File: src/rtl/rect_span_mask_builder_pkg.sv
// rect_span_mask_builder_pkg: shared pass/state types and geometry constants for the span mask builder
package rect_span_mask_builder_pkg;

    localparam int X_RES           = 640;
    localparam int Y_RES           = 480;
    localparam int RECTS_PER_BATCH = 16;
    localparam int BATCHES         = 4;
    localparam int XA_W            = 12;
    localparam int YA_W            = 11;

    typedef enum logic [2:0] {
        LEFT   = 3'd0,
        RIGHT  = 3'd1,
        TOP    = 3'd2,
        BOTTOM = 3'd3,
        COLOR  = 3'd4
    } pass_t;

    typedef enum logic [1:0] {
        IDLE  = 2'd0,
        LOAD  = 2'd1,
        SWEEP = 2'd2
    } state_t;

    // Number of positions swept in a coordinate pass
    function automatic logic [9:0] pass_limit(input pass_t p);
        return (p == LEFT || p == RIGHT) ? 10'(X_RES) : 10'(Y_RES);
    endfunction

    // LEFT/RIGHT passes target the x-mask RAM, TOP/BOTTOM the y-mask RAM
    function automatic logic is_x_pass(input pass_t p);
        return p == LEFT || p == RIGHT;
    endfunction

endpackage

File: src/rtl/rect_span_mask_builder_span_compare16.sv
// span_compare16: per-rect position-vs-bound compare producing a 16-bit coverage mask
module span_compare16
    import rect_span_mask_builder_pkg::*;
(
    input  logic [RECTS_PER_BATCH-1:0][9:0] bounds,
    input  logic [9:0]                      pos,
    input  logic                            ge_sel,
    input  logic [RECTS_PER_BATCH-1:0]      old_mask,
    input  logic                            and_en,
    output logic [RECTS_PER_BATCH-1:0]      mask
);

    // Leading edges use pos >= bound; trailing edges use pos < bound ANDed with the previous mask
    always_comb begin
        mask = '0;
        for (int i = 0; i < RECTS_PER_BATCH; i++)
            mask[i] = (ge_sel ? pos >= bounds[i] : pos < bounds[i]) & (~and_en | old_mask[i]);
    end

endmodule

File: src/rtl/rect_span_mask_builder.sv
// rect_span_mask_builder: captures DMA rect batches and sweeps them into x/y coverage mask RAMs and the color file
module rect_span_mask_builder
    import rect_span_mask_builder_pkg::*;
(
    input  logic            clk,
    input  logic            reset,
    input  logic            frame_start,
    input  logic            coord_valid,
    input  logic [15:0]     coord_in,
    output logic [XA_W-1:0] xmask_raddr,
    output logic [XA_W-1:0] xmask_waddr,
    input  logic [15:0]     xmask_rdata,
    output logic [15:0]     xmask_wdata,
    output logic            xmask_we,
    output logic [YA_W-1:0] ymask_raddr,
    output logic [YA_W-1:0] ymask_waddr,
    input  logic [15:0]     ymask_rdata,
    output logic [15:0]     ymask_wdata,
    output logic            ymask_we,
    output logic [5:0]      color_waddr,
    output logic [15:0]     color_wdata,
    output logic            color_we,
    output logic            busy,
    output logic            frame_done,
    output logic            overrun
);

    state_t                            state_q, state_d;
    pass_t                             pass_q, pass_d;
    logic [1:0]                        batch_q, batch_d;
    logic [3:0]                        index_q, index_d;
    logic [9:0]                        p_q, p_d;
    logic [RECTS_PER_BATCH-1:0][9:0]   coord_q, coord_d;
    logic [XA_W-1:0]                   addr_q, addr_d;
    logic                              overrun_q, overrun_d;
    logic                              frame_done_q, frame_done_d;

    logic [9:0]      limit;
    logic            x_axis;
    logic            ge_sel;
    logic            rd_issue;
    logic            wr_stage;
    logic [XA_W-1:0] rd_addr;
    logic [15:0]     old_mask;
    logic [15:0]     new_mask;

    // Sweep pipeline: read position p in cycle t, write it back in t+1 using the registered address
    assign limit    = pass_limit(pass_q);
    assign x_axis   = is_x_pass(pass_q);
    assign ge_sel   = pass_q == LEFT || pass_q == TOP;
    assign rd_issue = state_q == SWEEP && p_q != limit;
    assign wr_stage = state_q == SWEEP && p_q != 10'd0 && !frame_start;
    assign rd_addr  = XA_W'(batch_q) * XA_W'(limit) + XA_W'(p_q);
    assign old_mask = x_axis ? xmask_rdata : ymask_rdata;

    span_compare16 u_cmp (
        .bounds   (coord_q),
        .pos      (p_q - 10'd1),
        .ge_sel   (ge_sel),
        .old_mask (old_mask),
        .and_en   (!ge_sel),
        .mask     (new_mask)
    );

    assign xmask_raddr = (rd_issue && x_axis) ? rd_addr : '0;
    assign ymask_raddr = (rd_issue && !x_axis) ? rd_addr[YA_W-1:0] : '0;
    assign xmask_we    = wr_stage && x_axis;
    assign ymask_we    = wr_stage && !x_axis;
    assign xmask_waddr = xmask_we ? addr_q : '0;
    assign ymask_waddr = ymask_we ? addr_q[YA_W-1:0] : '0;
    assign xmask_wdata = xmask_we ? new_mask : '0;
    assign ymask_wdata = ymask_we ? new_mask : '0;

    // Colors bypass the coordinate buffer and go straight to the register file
    assign color_we    = state_q == LOAD && pass_q == COLOR && coord_valid && !frame_start;
    assign color_waddr = color_we ? {batch_q, index_q} : '0;
    assign color_wdata = color_we ? coord_in : '0;

    assign busy       = state_q != IDLE;
    assign frame_done = frame_done_q;
    assign overrun    = overrun_q;

    // Sequencer next-state: frame_start aborts everything, LOAD buffers values, SWEEP walks positions
    always_comb begin
        state_d      = state_q;
        pass_d       = pass_q;
        batch_d      = batch_q;
        index_d      = index_q;
        p_d          = p_q;
        coord_d      = coord_q;
        overrun_d    = overrun_q;
        frame_done_d = 1'b0;
        addr_d       = rd_addr;
        if (frame_start) begin
            state_d   = LOAD;
            pass_d    = LEFT;
            batch_d   = 2'd0;
            index_d   = 4'd0;
            p_d       = 10'd0;
            overrun_d = 1'b0;
        end else if (state_q == LOAD && coord_valid) begin
            if (pass_q != COLOR)
                coord_d[index_q] = coord_in[9:0];
            index_d = index_q + 4'd1;
            if (index_q == 4'(RECTS_PER_BATCH - 1)) begin
                if (pass_q != COLOR) begin
                    state_d = SWEEP;
                    p_d     = 10'd0;
                end else begin
                    batch_d = batch_q + 2'd1;
                    if (batch_q == 2'(BATCHES - 1)) begin
                        state_d      = IDLE;
                        pass_d       = LEFT;
                        frame_done_d = 1'b1;
                    end
                end
            end
        end else if (state_q == SWEEP) begin
            overrun_d = overrun_q | coord_valid;
            p_d       = p_q + 10'd1;
            if (p_q == limit) begin
                p_d     = 10'd0;
                state_d = LOAD;
                batch_d = batch_q + 2'd1;
                pass_d  = (batch_q == 2'(BATCHES - 1)) ? pass_t'(pass_q + 3'd1) : pass_q;
            end
        end
    end

    // Sequencer state registers with synchronous reset
    always_ff @(posedge clk) begin
        if (reset) begin
            state_q      <= IDLE;
            pass_q       <= LEFT;
            batch_q      <= 2'd0;
            index_q      <= 4'd0;
            p_q          <= 10'd0;
            coord_q      <= '0;
            addr_q       <= '0;
            overrun_q    <= 1'b0;
            frame_done_q <= 1'b0;
        end else begin
            state_q      <= state_d;
            pass_q       <= pass_d;
            batch_q      <= batch_d;
            index_q      <= index_d;
            p_q          <= p_d;
            coord_q      <= coord_d;
            addr_q       <= addr_d;
            overrun_q    <= overrun_d;
            frame_done_q <= frame_done_d;
        end
    end

endmodule

File: config.mk
export PLATFORM = sky130hd
export DESIGN_NAME = rect_span_mask_builder
export DESIGN_NICKNAME = d
export VERILOG_FILES = /design/src/rtl/rect_span_mask_builder_pkg.sv /design/src/rtl/rect_span_mask_builder_span_compare16.sv /design/src/rtl/rect_span_mask_builder.sv
export SDC_FILE = /design/constraint.sdc
export NUM_CORES = 1
export LEC_CHECK = 0
export ABC_AREA = 1
export CAP_MARGIN = 10
export CORE_MARGIN = 8
export CORE_UTILIZATION = 54
export DETAILED_ROUTE_END_ITERATION = 8
export DONT_BUFFER_PORTS = 1
export PLACE_DENSITY_LB_ADDON = 0.3
export SYNTH_ARGS = -nofsm -noshare
export SYNTH_HDL_FRONTEND = slang
export SYNTH_SLANG_ARGS = --single-unit
File: constraint.sdc
create_clock -name clk -period 5.1 [get_ports clk]
set_clock_uncertainty 0.05 [all_clocks]
set_input_delay 1.02 -clock clk [delete_from_list [all_inputs] [get_ports clk]]
set_output_delay 1.02 -clock clk [all_outputs]
set_load 0.05 [all_outputs]
==> reports/results.ini <==
[outcome]
outcome=finished, final reports clean

[power]
irDropWorstVdd_v=0.0002064
powerDensity_mw_per_mm2=218.2
power_leakage_nw=5.743
finalPower_w=0.003042

[sta]
worst_pin_slew_ns=1.214
final.min_clock_period_ns=4.813
fin_setup_tns_ns=0
timing.slew.headroom_pct=18.77
drv_slew=0
period_share_pct=94.37
clock.fmax_mhz=207.8
rsz0062_at_grt=no
fin_hold_ws_ns=0.4057
finalHoldViolations=0
setup_violations=0

[synthesis]
syn_nets=1939
async_flop_share_pct=0
netlist_area_mm2=0.01227
yosys_register_bits=195
ys_seq_area_share_pct=31.82
ys.flop_type=dfxtp_1
yosys_warnings=0
synthCells=1705
synth_edf_count=0
ys_types=36
avgSynthCellArea_um2=7.195

[clocking]
cts-root-buf=clkbuf_16
cts_made_buffers=17
htreeDepth=4
path_clk_slew_ns=0.08
postCtsHoldBufs=0
clockBufferDepth=2
clock_sinks=195
clk_latency_ns=0.43
cts_tree=built

[layout]
fin_util_pct=61.96
syn_to_final_growth_pct=13.67
nFillCells=2017
antenna_cells=0
drive_gt1_share_pct=10.19
final_nets=2009

[setup_path]
path_buf_inv=3
path_cells=inv_1, ha_1, nand2_1, nor2_1, xor2_2, buf_4, ha_1, nand2_1, nor2_1, o211ai_1, nand3_1, o21ai_0, a21oi_1, buf_4
critPathCaptureType=output pin
cp_max_fo=9
cp_data_arrival_time_ns=3.74
crit_type=reg2out
cpPeakStageDelay_ns=0.55
crit_family=buffers and inverters
required_ns=4.03
slowest_stage=xor2_2
cp-start-kind=flip-flop

[floorplan]
core_area_mm2=0.02250
rows=55
initial_core_util_pct=54.51
dieWidth_um=166.7
dieArea_mm2=0.02780
ios=158
die_h_um=166.7

[detailed_routing]
first_pass_iters=6
wl_um=36330
drc=0
drtIter0Drc=944
vias=11760
wl_per_cell_um=17.54
drt.antenna.violating_nets=0
avgViaCountPerCell=5.676

[run]
drv_cap=0

[grt]
grt.overflow.total=0
grt_pass1_wl_um=57040
antenna_found_initial=0
grt_pass1_vias=11090
grt.total_usage_pct=25.38
grt_max_degree=75

[placed_design]
hpwl_um=25240
place_congestion=0.8604
port_buffers=0

[worst_hold_path]
hold_class=reg2reg

worst register-to-register path, cell delays in order (launching register included):
cell	delay [ns]
dfxtp_1	0.37
nor2_2	0.23
nor2_1	0.13
fa_1	0.53
ha_1	0.18
inv_1	0.06
fa_1	0.39
o21ai_0	0.26
xnor2_1	0.27
nor2_1	0.07
cell usage after synthesis, drive strengths merged (4+ instances only):
library cell | number | share of area, %
nor3 | 12 | 0.61
nand3 | 25 | 1.1
nand2 | 210 | 6.5
clkbuf | 50 | 1.5
dfxtp | 195 | 32
ha | 178 | 18
buf | 28 | 1.3
a21oi | 272 | 11
o21ai | 195 | 8.0
or2 | 4 | 0.20
xor2 | 11 | 0.79
fa | 4 | 0.65
o211ai | 17 | 1.0
nand4 | 32 | 1.6
inv | 252 | 7.7
nor3b | 10 | 0.61
o21a | 13 | 0.80
nor2 | 186 | 5.8
final timing paths:
path          startpoint              end  slack, ns  cells past startpoint
max reg2reg    pass_q[2]       addr_q[10]       2.44                      9
min reg2reg  coord_q[10]      coord_q[10]       0.41                      2
max               p_q[1]  ymask_wdata[13]       0.29                     14
min          coord_q[10]      coord_q[10]       0.41                      2
registers in the layout (all words and copies together), names as in the netlist:
| signal | count |
|---|---|
| pass_q | 3 |
| overrun | 1 |
| state_q | 2 |
| addr_q | 12 |
| p_q | 10 |
| batch_q | 2 |
| index_q | 4 |
| coord_q | 160 |
| frame_done | 1 |
final cells by class:
cell class	instances	area [um^2]	area share, %
Clock inverter	8	126.4	0.9063
Inverter	253	952.2	6.829
Sequential cell	195	3904	28.00
Timing Repair Buffer	129	980.9	7.035
Multi-Input combinational cell	1179	7139	51.20
Tap cell	285	356.6	2.557
Clock buffer	22	484.2	3.473
routing by layer:
| metal | global-route usage (%) | routed length (um) | share of wire, % | vias to the layer above |
|---|---|---|---|---|
| li1 | - | - | - | 5776 |
| met1 | 32.83 | 15730 | 43 | 5444 |
| met2 | 41.42 | 16340 | 45 | 455 |
| met3 | 4.539 | 3064 | 8.4 | 80 |
| met4 | 9.949 | 1198 | 3.3 | 0 |
| met5 | 0 | 0 | 0 | - |
cell usage in the layout (no fill, tap or decap), drive strengths merged, types with 10 or more instances in the layout:
cell type / n
nand3: 25
o21ai: 195
a21oi: 272
ha: 178
dfxtp: 195
nor3: 12
clkbuf: 22
o211ai: 17
nor2: 186
buf: 129
xor2: 11
nand4: 32
nand2: 210
o21a: 13
nor3b: 10
inv: 251
kinds of logic after synthesis:
kind of cell    after synthesis  synth area share, %
buf+inv                     331                10.62
fa+ha+maj                   182                18.81
xor+xnor                     12               0.8568
compound gates              502                21.19
simple gates                483                16.71
flops                       195                31.82
power breakdown:
part | leakage (nW) | internal [W] | total [W] | switching (W)
combinational | 3.88 | 0.0000240 | 0.000100 | 0.0000761
sequential | 1.57 | 0.00153 | 0.00153 | 0.00000294
clock | 0.290 | 0.000820 | 0.00141 | 0.000592
total | 5.74 | 0.00237 | 0.00304 | 0.000671
stage by stage:
stage | std cells | setup WS (ns) | cell area (um^2)
2_1_floorplan | 1705 | 0.3871 | 12270
3_3_place_gp | 2040 | 0.4229 | 13300
3_5_place_dp | 2040 | 0.3712 | 13300
6_report | 2071 | 0.2873 | 13940
5_1_grt | 2071 | 0.04061 | 13940
4_1_cts | 2070 | 0.1570 | 13920
repair_timing:
| action | 4_1_cts | 5_1_grt |
|---|---|---|
| setup endpoints to repair | 25 | 32 |
| resized for setup | 1 | 1 |
| setup buffers | 0 | 1 |
| pin swaps | 0 | 1 |
(Power assumes the default switching activity.)
